File: src/rtl/core_pkg.sv
// Shared scalar-core widths and the ID/EX payload layout.
package core_pkg;

  localparam int REGISTERS = 32;
  localparam int REG_AW    = $clog2(REGISTERS);
  localparam int XLEN      = 32;
  localparam int CTRL_W    = 16;
  localparam int NUM_SRC   = 2;

  // Everything the ID/EX register carries apart from its valid bit.
  typedef struct packed {
    logic [XLEN-1:0]   op1;
    logic [XLEN-1:0]   op2;
    logic [REG_AW-1:0] a3;
    logic              we;
    logic              is_load;
    logic [CTRL_W-1:0] ctrl;
  } id_ex_t;

endpackage

File: src/rtl/decode_execute_stage_if.sv
// Decode-side, forwarding-side and execute-side signals of the ID/EX stage.
interface decode_execute_stage_if;
  import core_pkg::*;

  logic              flush;
  // decode side
  logic              in_valid;
  logic              in_ready;
  logic [REG_AW-1:0] in_a1, in_a2, in_a3;
  logic              in_use1, in_use2;
  logic [XLEN-1:0]   in_rd1, in_rd2;
  logic              in_we, in_is_load;
  logic [CTRL_W-1:0] in_ctrl;
  // in-flight producers
  logic              mem_we, mem_is_load;
  logic [REG_AW-1:0] mem_a3;
  logic [XLEN-1:0]   mem_wd;
  logic              wb_we;
  logic [REG_AW-1:0] wb_a3;
  logic [XLEN-1:0]   wb_wd;
  // execute side
  logic              out_valid;
  logic              out_ready;
  logic [XLEN-1:0]   out_op1, out_op2;
  logic [REG_AW-1:0] out_a3;
  logic              out_we, out_is_load;
  logic [CTRL_W-1:0] out_ctrl;
  logic [31:0]       stall_cnt;

  modport master (
    output flush, in_valid, in_a1, in_a2, in_a3, in_use1, in_use2,
           in_rd1, in_rd2, in_we, in_is_load, in_ctrl,
           mem_we, mem_is_load, mem_a3, mem_wd, wb_we, wb_a3, wb_wd, out_ready,
    input  in_ready, out_valid, out_op1, out_op2, out_a3, out_we,
           out_is_load, out_ctrl, stall_cnt
  );

  modport slave (
    input  flush, in_valid, in_a1, in_a2, in_a3, in_use1, in_use2,
           in_rd1, in_rd2, in_we, in_is_load, in_ctrl,
           mem_we, mem_is_load, mem_a3, mem_wd, wb_we, wb_a3, wb_wd, out_ready,
    output in_ready, out_valid, out_op1, out_op2, out_a3, out_we,
           out_is_load, out_ctrl, stall_cnt
  );
endinterface

File: src/rtl/operand_bypass.sv
// One source operand: x0, then MEM result, then WB result, then register file.
module operand_bypass
  import core_pkg::*;
(
  input  logic [REG_AW-1:0] a,
  input  logic [XLEN-1:0]   rf,
  input  logic              mem_we,
  input  logic [REG_AW-1:0] mem_a3,
  input  logic [XLEN-1:0]   mem_wd,
  input  logic              wb_we,
  input  logic [REG_AW-1:0] wb_a3,
  input  logic [XLEN-1:0]   wb_wd,
  output logic [XLEN-1:0]   op
);

  // MEM is younger than WB, so it must win when both target the same register.
  always_comb begin
    op = rf;
    if (a == '0)                      op = '0;
    else if (mem_we && mem_a3 == a)   op = mem_wd;
    else if (wb_we && wb_a3 == a)     op = wb_wd;
  end

endmodule

File: src/rtl/decode_execute_stage.sv
// ID/EX pipeline register: operand bypass, load-use hazard stall, bubble insertion.
module decode_execute_stage
  import core_pkg::*;
(
  input  logic            clk,
  input  logic            rst,
  decode_execute_stage_if.slave bus
);

  logic [NUM_SRC-1:0][REG_AW-1:0] src_a;
  logic [NUM_SRC-1:0][XLEN-1:0]   src_rf;
  logic [NUM_SRC-1:0][XLEN-1:0]   src_op;
  logic [NUM_SRC-1:0]             src_use;
  logic [NUM_SRC-1:0]             src_haz;

  logic   hazard, accept, count_en;
  logic   vld_q;
  id_ex_t q, d;

  assign src_a   = {bus.in_a2,   bus.in_a1};
  assign src_rf  = {bus.in_rd2,  bus.in_rd1};
  assign src_use = {bus.in_use2, bus.in_use1};

  for (genvar i = 0; i < NUM_SRC; i++) begin : g_src
    operand_bypass u_byp (
      .a      (src_a[i]),
      .rf     (src_rf[i]),
      .mem_we (bus.mem_we),
      .mem_a3 (bus.mem_a3),
      .mem_wd (bus.mem_wd),
      .wb_we  (bus.wb_we),
      .wb_a3  (bus.wb_a3),
      .wb_wd  (bus.wb_wd),
      .op     (src_op[i])
    );

    // A load's data is not ready until after MEM, so a consumer in ID/EX or MEM
    // distance of that load must wait; WB distance is covered by the bypass.
    assign src_haz[i] = src_use[i] && (src_a[i] != '0) &&
                        ((vld_q && q.is_load && q.we && q.a3 == src_a[i]) ||
                         (bus.mem_is_load && bus.mem_we && bus.mem_a3 == src_a[i]));
  end

  assign hazard   = |src_haz;
  assign accept   = bus.in_valid && bus.in_ready;
  assign count_en = bus.in_valid && hazard && !bus.flush;

  assign bus.in_ready = !bus.flush && !hazard && (!vld_q || bus.out_ready);

  always_comb begin
    d         = '0;
    d.op1     = src_op[0];
    d.op2     = src_op[1];
    d.a3      = bus.in_a3;
    d.we      = bus.in_we;
    d.is_load = bus.in_is_load;
    d.ctrl    = bus.in_ctrl;
  end

  // Pipeline register: flush kills, accept loads, consume without accept bubbles,
  // otherwise hold (operands are not re-resolved while held).
  always_ff @(posedge clk) begin
    if (rst) begin
      vld_q <= 1'b0;
      q     <= '0;
    end else if (bus.flush) begin
      vld_q <= 1'b0;
    end else if (accept) begin
      vld_q <= 1'b1;
      q     <= d;
    end else if (bus.out_ready) begin
      vld_q <= 1'b0;
    end
  end

  // Load-use stall counter, saturating.
  always_ff @(posedge clk) begin
    if (rst)                                   bus.stall_cnt <= '0;
    else if (count_en && bus.stall_cnt != '1)  bus.stall_cnt <= bus.stall_cnt + 32'd1;
  end

  assign bus.out_valid   = vld_q;
  assign bus.out_op1     = q.op1;
  assign bus.out_op2     = q.op2;
  assign bus.out_a3      = q.a3;
  assign bus.out_we      = q.we;
  assign bus.out_is_load = q.is_load;
  assign bus.out_ctrl    = q.ctrl;

endmodule
File: src/flat_wrapper.sv
// flat-port wrapper written by rule: the top's interface ports become plain ports
module decode_execute_stage_flat import core_pkg::*;
  (clk, rst, bus_flush, bus_in_valid, bus_in_a1, bus_in_a2, bus_in_a3, bus_in_use1, bus_in_use2, bus_in_rd1, bus_in_rd2, bus_in_we, bus_in_is_load, bus_in_ctrl, bus_mem_we, bus_mem_is_load, bus_mem_a3, bus_mem_wd, bus_wb_we, bus_wb_a3, bus_wb_wd, bus_out_ready, bus_in_ready, bus_out_valid, bus_out_op1, bus_out_op2, bus_out_a3, bus_out_we, bus_out_is_load, bus_out_ctrl, bus_stall_cnt);
  decode_execute_stage_if bus_i ();
  input  logic clk;
  input  logic rst;
  input wire logic [$bits(bus_i.flush)-1:0] bus_flush;
  input wire logic [$bits(bus_i.in_valid)-1:0] bus_in_valid;
  input wire logic [$bits(bus_i.in_a1)-1:0] bus_in_a1;
  input wire logic [$bits(bus_i.in_a2)-1:0] bus_in_a2;
  input wire logic [$bits(bus_i.in_a3)-1:0] bus_in_a3;
  input wire logic [$bits(bus_i.in_use1)-1:0] bus_in_use1;
  input wire logic [$bits(bus_i.in_use2)-1:0] bus_in_use2;
  input wire logic [$bits(bus_i.in_rd1)-1:0] bus_in_rd1;
  input wire logic [$bits(bus_i.in_rd2)-1:0] bus_in_rd2;
  input wire logic [$bits(bus_i.in_we)-1:0] bus_in_we;
  input wire logic [$bits(bus_i.in_is_load)-1:0] bus_in_is_load;
  input wire logic [$bits(bus_i.in_ctrl)-1:0] bus_in_ctrl;
  input wire logic [$bits(bus_i.mem_we)-1:0] bus_mem_we;
  input wire logic [$bits(bus_i.mem_is_load)-1:0] bus_mem_is_load;
  input wire logic [$bits(bus_i.mem_a3)-1:0] bus_mem_a3;
  input wire logic [$bits(bus_i.mem_wd)-1:0] bus_mem_wd;
  input wire logic [$bits(bus_i.wb_we)-1:0] bus_wb_we;
  input wire logic [$bits(bus_i.wb_a3)-1:0] bus_wb_a3;
  input wire logic [$bits(bus_i.wb_wd)-1:0] bus_wb_wd;
  input wire logic [$bits(bus_i.out_ready)-1:0] bus_out_ready;
  output wire logic [$bits(bus_i.in_ready)-1:0] bus_in_ready;
  output wire logic [$bits(bus_i.out_valid)-1:0] bus_out_valid;
  output wire logic [$bits(bus_i.out_op1)-1:0] bus_out_op1;
  output wire logic [$bits(bus_i.out_op2)-1:0] bus_out_op2;
  output wire logic [$bits(bus_i.out_a3)-1:0] bus_out_a3;
  output wire logic [$bits(bus_i.out_we)-1:0] bus_out_we;
  output wire logic [$bits(bus_i.out_is_load)-1:0] bus_out_is_load;
  output wire logic [$bits(bus_i.out_ctrl)-1:0] bus_out_ctrl;
  output wire logic [$bits(bus_i.stall_cnt)-1:0] bus_stall_cnt;
  assign bus_i.flush = bus_flush;
  assign bus_i.in_valid = bus_in_valid;
  assign bus_i.in_a1 = bus_in_a1;
  assign bus_i.in_a2 = bus_in_a2;
  assign bus_i.in_a3 = bus_in_a3;
  assign bus_i.in_use1 = bus_in_use1;
  assign bus_i.in_use2 = bus_in_use2;
  assign bus_i.in_rd1 = bus_in_rd1;
  assign bus_i.in_rd2 = bus_in_rd2;
  assign bus_i.in_we = bus_in_we;
  assign bus_i.in_is_load = bus_in_is_load;
  assign bus_i.in_ctrl = bus_in_ctrl;
  assign bus_i.mem_we = bus_mem_we;
  assign bus_i.mem_is_load = bus_mem_is_load;
  assign bus_i.mem_a3 = bus_mem_a3;
  assign bus_i.mem_wd = bus_mem_wd;
  assign bus_i.wb_we = bus_wb_we;
  assign bus_i.wb_a3 = bus_wb_a3;
  assign bus_i.wb_wd = bus_wb_wd;
  assign bus_i.out_ready = bus_out_ready;
  assign bus_in_ready = bus_i.in_ready;
  assign bus_out_valid = bus_i.out_valid;
  assign bus_out_op1 = bus_i.out_op1;
  assign bus_out_op2 = bus_i.out_op2;
  assign bus_out_a3 = bus_i.out_a3;
  assign bus_out_we = bus_i.out_we;
  assign bus_out_is_load = bus_i.out_is_load;
  assign bus_out_ctrl = bus_i.out_ctrl;
  assign bus_stall_cnt = bus_i.stall_cnt;
  decode_execute_stage u_core (.clk(clk), .rst(rst), .bus(bus_i));
endmodule
File: config.mk
export PLATFORM = sky130hd
export DESIGN_NAME = decode_execute_stage_flat
export DESIGN_NICKNAME = d
export VERILOG_FILES = /design/src/rtl/core_pkg.sv /design/src/rtl/decode_execute_stage_if.sv /design/src/rtl/operand_bypass.sv /design/src/rtl/decode_execute_stage.sv /design/src/flat_wrapper.sv
export SDC_FILE = /design/constraint.sdc
export NUM_CORES = 1
export LEC_CHECK = 0
export CELL_PAD_IN_SITES_DETAIL_PLACEMENT = 0
export CELL_PAD_IN_SITES_GLOBAL_PLACEMENT = 1
export CORE_MARGIN = 8
export CORE_UTILIZATION = 33
export CTS_BUF_LIST = sky130_fd_sc_hd__clkbuf_4
export DETAILED_ROUTE_END_ITERATION = 16
export GPL_ROUTABILITY_DRIVEN = 0
export HOLD_SLACK_MARGIN = 0.02
export PLACE_DENSITY_LB_ADDON = 0.1
export SYNTH_ARGS = -nofsm -noshare
export SYNTH_HDL_FRONTEND = slang
export SYNTH_SLANG_ARGS = --single-unit
export TNS_END_PERCENT = 10
File: constraint.sdc
create_clock -name clk -period 5.5 [get_ports clk]
set_input_delay 0.825 -clock clk [delete_from_list [all_inputs] [get_ports clk]]
set_output_delay 0.825 -clock clk [all_outputs]
set_load 0.01 [all_outputs]
Word level (Yosys, flattened, before mapping) --
Cells that the tools add are included.
Word-level totals: register bits after elaboration 120, logic and storage cells 60, bits of input ports 181
Operators by class: reduce and logical (&&, ||, !) cells 35, bitwise logic cells 1, mux-type cells 8, add/sub/neg operators 1, eq/ne operators 7
Operators by type and width (number):
- 2-to-1 mux 32 bit | 6
- adder 32 x 1 -> 32 bit, second input constant | 1
- inequality test 32 bit, second input constant | 1
- == test 5 bit | 6
- logical AND 1 bit | 21
- logical NOT 5 bit | 2
- nonzero test 5 bit | 2
- OR reduction 2 bit | 2
- logical NOT 1 bit | 3
- logical OR 1 bit | 3
- 2-to-1 mux 1 bit | 2
- AND reduction 2 bit | 1
- nonzero test 2 bit | 1
- inverter 1 bit | 1

Logic depth before layout (Yosys ltp) --
depth in word-level cells 11, depth in mapped cells 10

Hierarchy --
Synthesis repeated with hierarchy kept, for this count alone.
Unflattened totals: cell total of the unflattened synthesis 936, area total of the unflattened synthesis 7686.1 um^2
Modules (own cells, without submodules):
- decode_execute_stage | instances 1, cells each 544, area an instance 5178.7 um^2, seq. area each 2402.3 um^2
- operand_bypass | instances 2, cells each 196, area an instance 1253.7 um^2, seq. area each 0.0 um^2

Worst setup path after synthesis --
OpenSTA, ideal clock, no wires.
kind in2out, start point input port bus_in_a1[1], end point output port bus_in_ready, stages 4, arrival time 2.083 ns, path slack 2.592 ns, buffers on the path 0, data required time 4.675 ns, cell sequence or4_1 -> o21ai_2 -> a21oi_2 -> nor4_1
Between the ends: cells in the longest elaborated chain, start to end 8
RTL lines:
- start, declared | line flat_wrapper.sv:9 | input wire logic [$bits(bus_i.in_a1)-1:0] bus_in_a1;
- == test 5 bit (on tied branches) | line decode_execute_stage.sv:40, decode_execute_stage.sv:41
- logical AND 1 bit (on tied branches) | line decode_execute_stage.sv:40, decode_execute_stage.sv:41
- logical OR 1 bit | line decode_execute_stage.sv:40 | ((vld_q && q.is_load && q.we && q.a3 == src_a[i]) ||
- logical AND 1 bit (*) | line decode_execute_stage.sv:39 | assign src_haz[i] = src_use[i] && (src_a[i] != '0) &&
- OR reduction 2 bit (*) | line decode_execute_stage.sv:44 | assign hazard = |src_haz;
- logical NOT 1 bit (*) | line decode_execute_stage.sv:48 | assign bus.in_ready = !bus.flush && !hazard && (!vld_q || bus.out_ready);
- logical AND 1 bit (*) (2 in series) | line decode_execute_stage.sv:48
- end, declared | line flat_wrapper.sv:27 | output wire logic [$bits(bus_i.in_ready)-1:0] bus_in_ready;
Every way passes the cells marked *; elsewhere a longest branch is shown, timed or not.

Worst setup path in the final report --
start point input port bus_in_a1[2], end point output port bus_in_ready
The elaborated chain is that of the path after synthesis.

==> impl_metrics.toml <==
[timing]
finalCritPeriodShare_pct = 72.5
maxSlewHeadroom_pct = 26.8
fin_setup_tns_ps = 0
rsz0062_at_grt = "no"
fin_skew_ps = 17.5
setup_viol = 0
finalHoldViolCount = 0
max_freq_mhz = 251
slew_violations = 0
min_period_ps = 3980
worst_pin_slew_ps = 1100

[clock_network]
numClockSinks = 120
cts_buffers = 17
cts_resized = 0
htree_num_levels = 4
cts_tree = "yes"
clock_path_buffers = 2
cts_setup_buffers = 0
clkSlewWorstSetupHoldPaths_ps = 120
hold_buffers = 0
cts_root_buffer = "clkbuf_4"
clkLatencyLatePin_ps = 550

[logic_synthesis]
syn_nets = 958
syn_inst = 776
ys_seq_elements = 120
synthesis.area_mm2 = 0.00661
synth_cell_types = 37
ys_warn_count = 0
synth-seq-area-share_pct = 36.4
syn_avg_cell_area_um2 = 8.51

[floorplan]
dieArea_mm2 = 0.0248
core_mm2 = 0.0195
start_util_pct = 33.8
die_h_um = 157
core.rowCount = 51
ios = 302
die_w_um = 157

[global_routing]
grt_pass1_vias = 6614
grt_start_max_net_pins = 152
grt_usage_pct = 19.6
grt_pass1_wl_um = 38200
antenna_found_initial = 2
grt_overflow_total = 0

[placed_design]
hpwlAfterDp_um = 18100
io_buffers = 301
place_inst = 1288

[routing]
wl_um = 25300
vias = 6726
viasPerCell = 5.09
drt_iter0_drc = 352
ant_nets = 0
first_pass_iters = 4
wl_per_cell_um = 19.2
drc_errors = 0

[finish]
fin_cells = 1322
final_cell_mix = "clkdlybuf4s50_1 (300), dfxtp_1 (120), mux2i_1 (88), nand2_1 (83), o21ai_0 (75)"
finalNetCount = 1224
area_delta_synth_final_pct = 51.1
final_common_cell = "clkdlybuf4s50_1"
post-route-util_pct = 51.1
drive_gt1_share_pct = 5.31

[power]
power.density_mw_per_mm2 = 190
peakVddDrop_mv = 0.0929
power.leakage_nw = 3.31

[hold_path]
hp-class = "reg -> reg"
hold_start = "u_core.bus.out_op2[8]"

[critical_path]
critPathArrivalTime_ps = 3160
r2r_setup_slack_ps = 3010
crit_start = "bus_in_a1[2]"
crit_path_end_kind = "primary output"
critical_path.max_fanout = 5
r2r_start = "u_core.bus.out_a3[3]"
critical_path_required_ps = 4680
critical_path_class = "in -> out"
start_kind = "input pin"

[flow_run]
drv_cap = 0

[status]
outcome = "finished clean"
## worst paths after layout
path | to | depth (start not counted)
max reg2reg | u_core.bus.stall_cnt[19] | 7
min | u_core.bus.out_op2[8] | 2
min reg2reg | u_core.bus.out_op2[8] | 2
max | bus_in_ready | 6
## where the power goes
group | switching [mW] | total [mW] | internal, mW
sequential | 0.0196 | 0.923 | 0.903
combinational | 0.173 | 0.410 | 0.237
clock | 0.384 | 0.568 | 0.184
total | 0.576 | 1.90 | 1.32
## metal layers
| layer | track usage [%] | up-vias | share of wire, % |
|---|---|---|---|
| met4 | 4.90 | 0 | 1.0 |
| li1 | - | 3385 | - |
| met5 | 0 | - | 0 |
| met2 | 32.6 | 225 | 47 |
| met3 | 6.85 | 21 | 8.6 |
| met1 | 23.7 | 3095 | 43 |
## final cells by class
type                       instances  area [um^2]
fill                            1937         9540
multi-input combinational        592         3920
timing repair buffer             309         3080
sequential                       120         2400
tap                              265          332
clock buffer                      18          135
clock inverter                    14          103
inverter                           2         7.51
antenna                            2         5.00
## per-stage QoR
step	hold WS (ps)	power, mW	worst slack [ps]	area, um^2
CTS	478	1.93	1520	9980
global route	495	1.99	1400	9980
finish	477	1.90	1520	9980
detailed placement	454	1.35	1540	9740
global placement	453	1.35	1560	9740
floorplan	486	1.10	2590	6610
## registers in the layout, summed over array words and instances, names as in the netlist
register and cells:
u_core.bus.out_op1 32, u_core.bus.out_op2 32, u_core.bus.stall_cnt 32, u_core.bus.out_ctrl 16, u_core.bus.out_a3 5, u_core.bus.out_is_load 1, u_core.bus.out_valid 1, u_core.bus.out_we 1
## kinds of logic (layout without fill, tap and decap cells)
group           count (synthesis)  in the layout  synth area share [%]
mux                            89             89                  13.5
xor+xnor                       33             33                  4.38
fa+ha+maj                       1              1                 0.189
buf+inv                        64            343                  4.56
simple gates                  277            277                  21.9
other cells                     0              2                     0
flops                         120            120                  36.4
compound gates                192            192                  19.1
## critical path, stage by stage
cell,delay [ps]
clkdlybuf4s50_1,520
or4_1,600
o21ai_2,200
a21oi_2,100
nor4_1,290
clkdlybuf4s50_1,620
## cells in the mapped netlist (all sizes together)
library cell | n | area (um^2)
o21ai | 87 | 447
o31ai | 8 | 60.1
nand3 | 19 | 95.1
ha | 1 | 12.5
nor3 | 2 | 10.0
and4 | 4 | 35.0
mux2 | 1 | 11.3
nand2 | 86 | 325
o32a | 1 | 10.0
dfxtp | 120 | 2400
and3 | 7 | 43.8
nor4 | 7 | 73.8
mux2i | 88 | 881
inv | 2 | 7.51
buf | 20 | 136
nand4 | 8 | 50.1
or4 | 11 | 82.6
nor2b | 2 | 12.5
a21oi | 28 | 144
clkbuf | 42 | 158
o2111ai | 65 | 569
xor2 | 15 | 131
o211ai | 1 | 7.51
or3 | 21 | 136
xnor2 | 18 | 158
nor2 | 43 | 161
a211oi | 2 | 25.0
nand2b | 66 | 413
nor3b | 1 | 7.51
Note: power is estimated with default switching activity, not from simulation.
==> RTL change 1: new RTL, same settings <==
Change the package constant `XLEN` from 32 to 16.
--- a/src/rtl/core_pkg.sv
+++ b/src/rtl/core_pkg.sv
@@ -3,7 +3,7 @@
 
   localparam int REGISTERS = 32;
   localparam int REG_AW    = $clog2(REGISTERS);
-  localparam int XLEN      = 32;
+  localparam int XLEN      = 16;
   localparam int CTRL_W    = 16;
   localparam int NUM_SRC   = 2;
 
Interface: changed (6 resized); port bits go from 302 to 206. No check against the original RTL was run, so the function may have changed too.
==> RTL change 1 against the original RTL <==
  * Sequential share of layout area is 1.7 points higher
  * Core utilization is 1.4 points lower
  * Critical path depth is 1 higher
  * Wire length is 35% lower
  * Global-route usage is 1.8 points lower
  * Design area is 31% lower
  * Clock skew hardly changed
  * First-iteration DRC count is 42% lower
  * Setup slack worse by 0.048 ns
  * Sequential cell count is 32 lower
  * Area after synthesis is 30% lower
  * Count of clock-buffer cells in the layout is 8 lower
  * Total power is 35% lower
  * Largest power group unchanged
==> RTL change 1: results (changes against the original RTL) <==
dp_slack_ns: 1.46  # -0.0815 ns
numCtsBuffers: 9  # -8
synth-seq-cells: 88  # -27%
synth.area.top_cells: "dfxtp_1 38%, mux2i_1 12%, a22o_1 6.1%, o21ai_0 5.2%, nand2_1 4.1%"
min_to: "u_core.bus.out_op1[5]"
clk_latency_ns: 0.45  # -0.10 ns
nClkBuffers: 10  # -8
nets: 831  # -32%
max_stage_delay_ns: 0.60  # -0.02 ns
grtUsageMet3_pct: 5.46  # -1.4 points
min_path_cells: 1  # -1
portBuffers: 205  # -32%
yosys-top-cells-count: "88 x dfxtp_1, 55 x mux2i_1, 50 x nand2_1"
period_share_pct: 73.3  # +0.87 points
status: "complete, no violations"
skew_ns: 0.0173  # -0.000240 ns
grt_pass1_wl_um: 25700  # -33%
cp.arrival_ns: 3.21  # +0.05 ns
antenna_found_initial: 1  # -1
grt_util_met2_pct: 30.1  # -2.5 points
fp.dieW_um: 134  # -15%
whs_ns: 0.491  # +0.0137 ns
sh_seq_area_pct: 25.7  # +1.7 points
buf_share_pct: 30.3  # -0.55 points
multi_input_area_sq_um: 2660  # -32%
wl_met1_um: 7080  # -36%
syn2layout_area_growth_pct: 48.8
power_frac_comb_pct: 20.5  # -1.0 points
rr_startpoint: "u_core.bus.stall_cnt[9]"
wl_met2_um: 7820  # -34%
syn_inst: 527  # -32%
multi_input_gates: 398  # -33%
hpwlAfterDp_um: 12600  # -31%
p_seq_mw: 0.672  # -27%
dr_wl_met3_um: 1190  # -45%
reg2reg_slack_ns: 2.57  # -0.44 ns
grtUsageMet1_pct: 20.9  # -2.8 points
dp_cells: 882  # -32%
power_leakage_nw: 2.29  # -31%
hp-start: "u_core.bus.out_op1[5]"
htreeDepth: 3  # -1
viasPerCell: 5.13  # +0.84%
peakVddDrop_mv: 0.127  # +36%
inverters: 7  # +5
pwr.group.combinational_mw: 0.255  # -38%
placed_area_sq_um: 6750  # -31%
swShare_pct: 27.2  # -3.1 points
n_antenna_cell: 1  # -1
RTL change 1: worst max-delay path by stage:
stage | startpoint | endpoint
final | bus_in_a2[0] | bus_in_ready
after global routing | bus_in_a2[2] | bus_in_ready
after CTS | bus_in_a2[0] | bus_in_ready
after detailed placement | bus_in_a2[0] | bus_in_ready
after global placement | bus_in_a2[2] | bus_in_ready
after floorplan | bus_mem_a3[4] | u_core.bus.out_op2[0]
RTL change 1: cells by family (layout without fill, tap and decap cells):
group / Yosys count / after routing / share of synthesized area (%)
flip-flops: 88 / 88 / 38.3
other: 0 / 1 / 0
adder cells (fa/ha/maj): 1 / 1 / 0.272
XOR/XNOR: 32 / 32 / 6.09
multiplexers: 57 / 57 / 12.5
AO/OA/AOI/OAI: 125 / 125 / 17.9
AND/OR/NAND/NOR: 183 / 183 / 20.7
buffers and inverters: 41 / 230 / 4.24
==> RTL change 2: new RTL, same settings <==
Without the edit above. Reset style: asynchronous (`rst`), changed in 2 clocked blocks.
--- a/src/rtl/decode_execute_stage.sv
+++ b/src/rtl/decode_execute_stage.sv
@@ -59,7 +59,7 @@
 
   // Pipeline register: flush kills, accept loads, consume without accept bubbles,
   // otherwise hold (operands are not re-resolved while held).
-  always_ff @(posedge clk) begin
+  always_ff @(posedge clk or posedge rst) begin
     if (rst) begin
       vld_q <= 1'b0;
       q     <= '0;
@@ -74,7 +74,7 @@
   end
 
   // Load-use stall counter, saturating.
-  always_ff @(posedge clk) begin
+  always_ff @(posedge clk or posedge rst) begin
     if (rst)                                   bus.stall_cnt <= '0;
     else if (count_en && bus.stall_cnt != '1)  bus.stall_cnt <= bus.stall_cnt + 32'd1;
   end
Function: differs if rst is asserted again (counterexample within 4 cycles, from zero or initial values and one cycle with rst high); with rst held inactive, the same outputs for 4 cycles.
==> RTL change 2 against the original RTL <==
  * First-iteration DRC count is 9.7% lower
  * Area after synthesis is 0.15% higher
  * Sequential cell count stayed put
  * Sequential power is 15% higher
  * Total power is 26% higher
  * Design area is 1.5% higher
  * Setup slack worse by 0.057 ns
  * Wire length is 5.3% lower
  * Clock skew is 0.0064 ns higher
==> RTL change 2: results (changes against the original RTL) <==
status: "complete, no violations"
power_leakage_nw: 4.18  # +26%
dr_wl_met3_um: 2130  # -2.1%
async_flop_share_pct: 100  # +100 points
min_to: "u_core.bus.out_op1[25]"
synth_fp_nets: 875  # -8.7%
whs_ns: 0.482  # +0.00539 ns
grt_pass1_vias: 6339  # -4.2%
synthFlopType: "dfrtp_1"
nets: 1155  # -5.6%
antenna_found_initial: 3  # +1
p_seq_mw: 1.06  # +15%
synth_cell_types: 33  # -11%
swShare_pct: 30.7  # +0.39 points
viasPerCell: 4.87  # -4.3%
wl_met1_um: 9680  # -12%
drt_first_iter_violations: 318  # -9.7%
grt_util_met2_pct: 32.3  # -0.27 points
yosys-top-cells-count: "147 x nand2_1, 120 x dfrtp_1, 64 x mux2i_1, 64 x o21ai_0, 64 x o31ai_1"
drive_gt1_share_pct: 7.61  # +2.3 points
hp-start: "u_core.bus.out_op1[25]"
wire_per_inst_um: 19.1  # -0.19%
reg2reg_to: "u_core.bus.stall_cnt[1]"
max_stage_delay_ns: 0.58  # -0.04 ns
grt_max_degree: 152  # unchanged
rr_startpoint: "u_core.bus.stall_cnt[6]"
skew_ns: 0.0239  # +0.00641 ns
ys_seq_area_share_pct: 45.4  # +9.0 points
peakVddDrop_mv: 0.112  # +21%
cp_max_fo: 4  # -1
maxCapViolCount: 0  # unchanged
track_usage_pct: 19.5  # -0.12 points
cts.clk_slew.worst_paths_ns: 0.10  # -0.02 ns
grt_pass1_wl_um: 37100  # -2.8%
synth.area.top_cells: "dfrtp_1 45%, mux2i_1 9.7%, nand2_1 8.3%, o31ai_1 7.3%, xor2_1 5.3%"
grtUsageMet3_pct: 7.96  # +1.1 points
hpwlAfterDp_um: 18000  # -0.52%
grtUsageMet1_pct: 22.9  # -0.75 points
reg2reg_slack_ns: 2.95  # -0.06 ns
relSlewSlack_pct: 36.3  # +9.5 points
power_frac_comb_pct: 29.1  # +7.6 points
startpoint: "bus_in_a1[1]"
cp.arrival_ns: 3.22  # +0.06 ns
cp_slowest_cell: "or4_4"
[RTL change 2: changes by cell type in the layout (fill, tap and decap cells not counted), moves of 25 or more]
| cell | before | now |
|---|---|---|
| dfrtp_1 | 0 | 120 |
| dfxtp_1 | 120 | 0 |
| nand2b_1 | 66 | 1 |
| o2111ai_1 | 65 | 0 |
| nand2_1 | 83 | 145 |
| o31ai_1 | 8 | 64 |
| nor2_1 | 41 | 10 |
| a21oi_1 | 27 | 2 |
| xor2_1 | 15 | 40 |
[RTL change 2: kinds of logic after synthesis]
| kind of cell | count (synthesis) | share of synthesized area, % |
|---|---|---|
| buffers and inverters | 51 | 3.40 |
| AND/OR/NAND/NOR | 241 | 16.7 |
| flip-flops | 120 | 45.4 |
| multiplexers | 88 | 13.8 |
| XOR/XNOR | 61 | 8.19 |
| AO/OA/AOI/OAI | 131 | 12.3 |
| adder cells (fa/ha/maj) | 1 | 0.189 |
[RTL change 2: final cells by class]
class	instances	area, sq um
fillers	1886	9460
multi-input cells	522	3400
repair buffers	310	3090
flip-flops and latches	120	3000
well taps	265	332
clock inverters	15	154
clock buffers	17	128
inverters	2	10.0
diodes	3	7.51
[RTL change 2: through the flow]
step | power (mW) | setup slack (ns) | std cells | util [%] | instance area, sq um
floorplan | 1.33 | 1.49 | 693 | - | 6620
global placement | 1.78 | 1.48 | 1219 | 50.2 | 9840
detailed placement | 1.78 | 1.45 | 1219 | 50.2 | 9840
CTS | 2.44 | 1.43 | 1251 | 51.7 | 10100
global route | 2.55 | 1.32 | 1254 | 51.7 | 10100
finish | 2.40 | 1.46 | 1254 | 51.7 | 10100
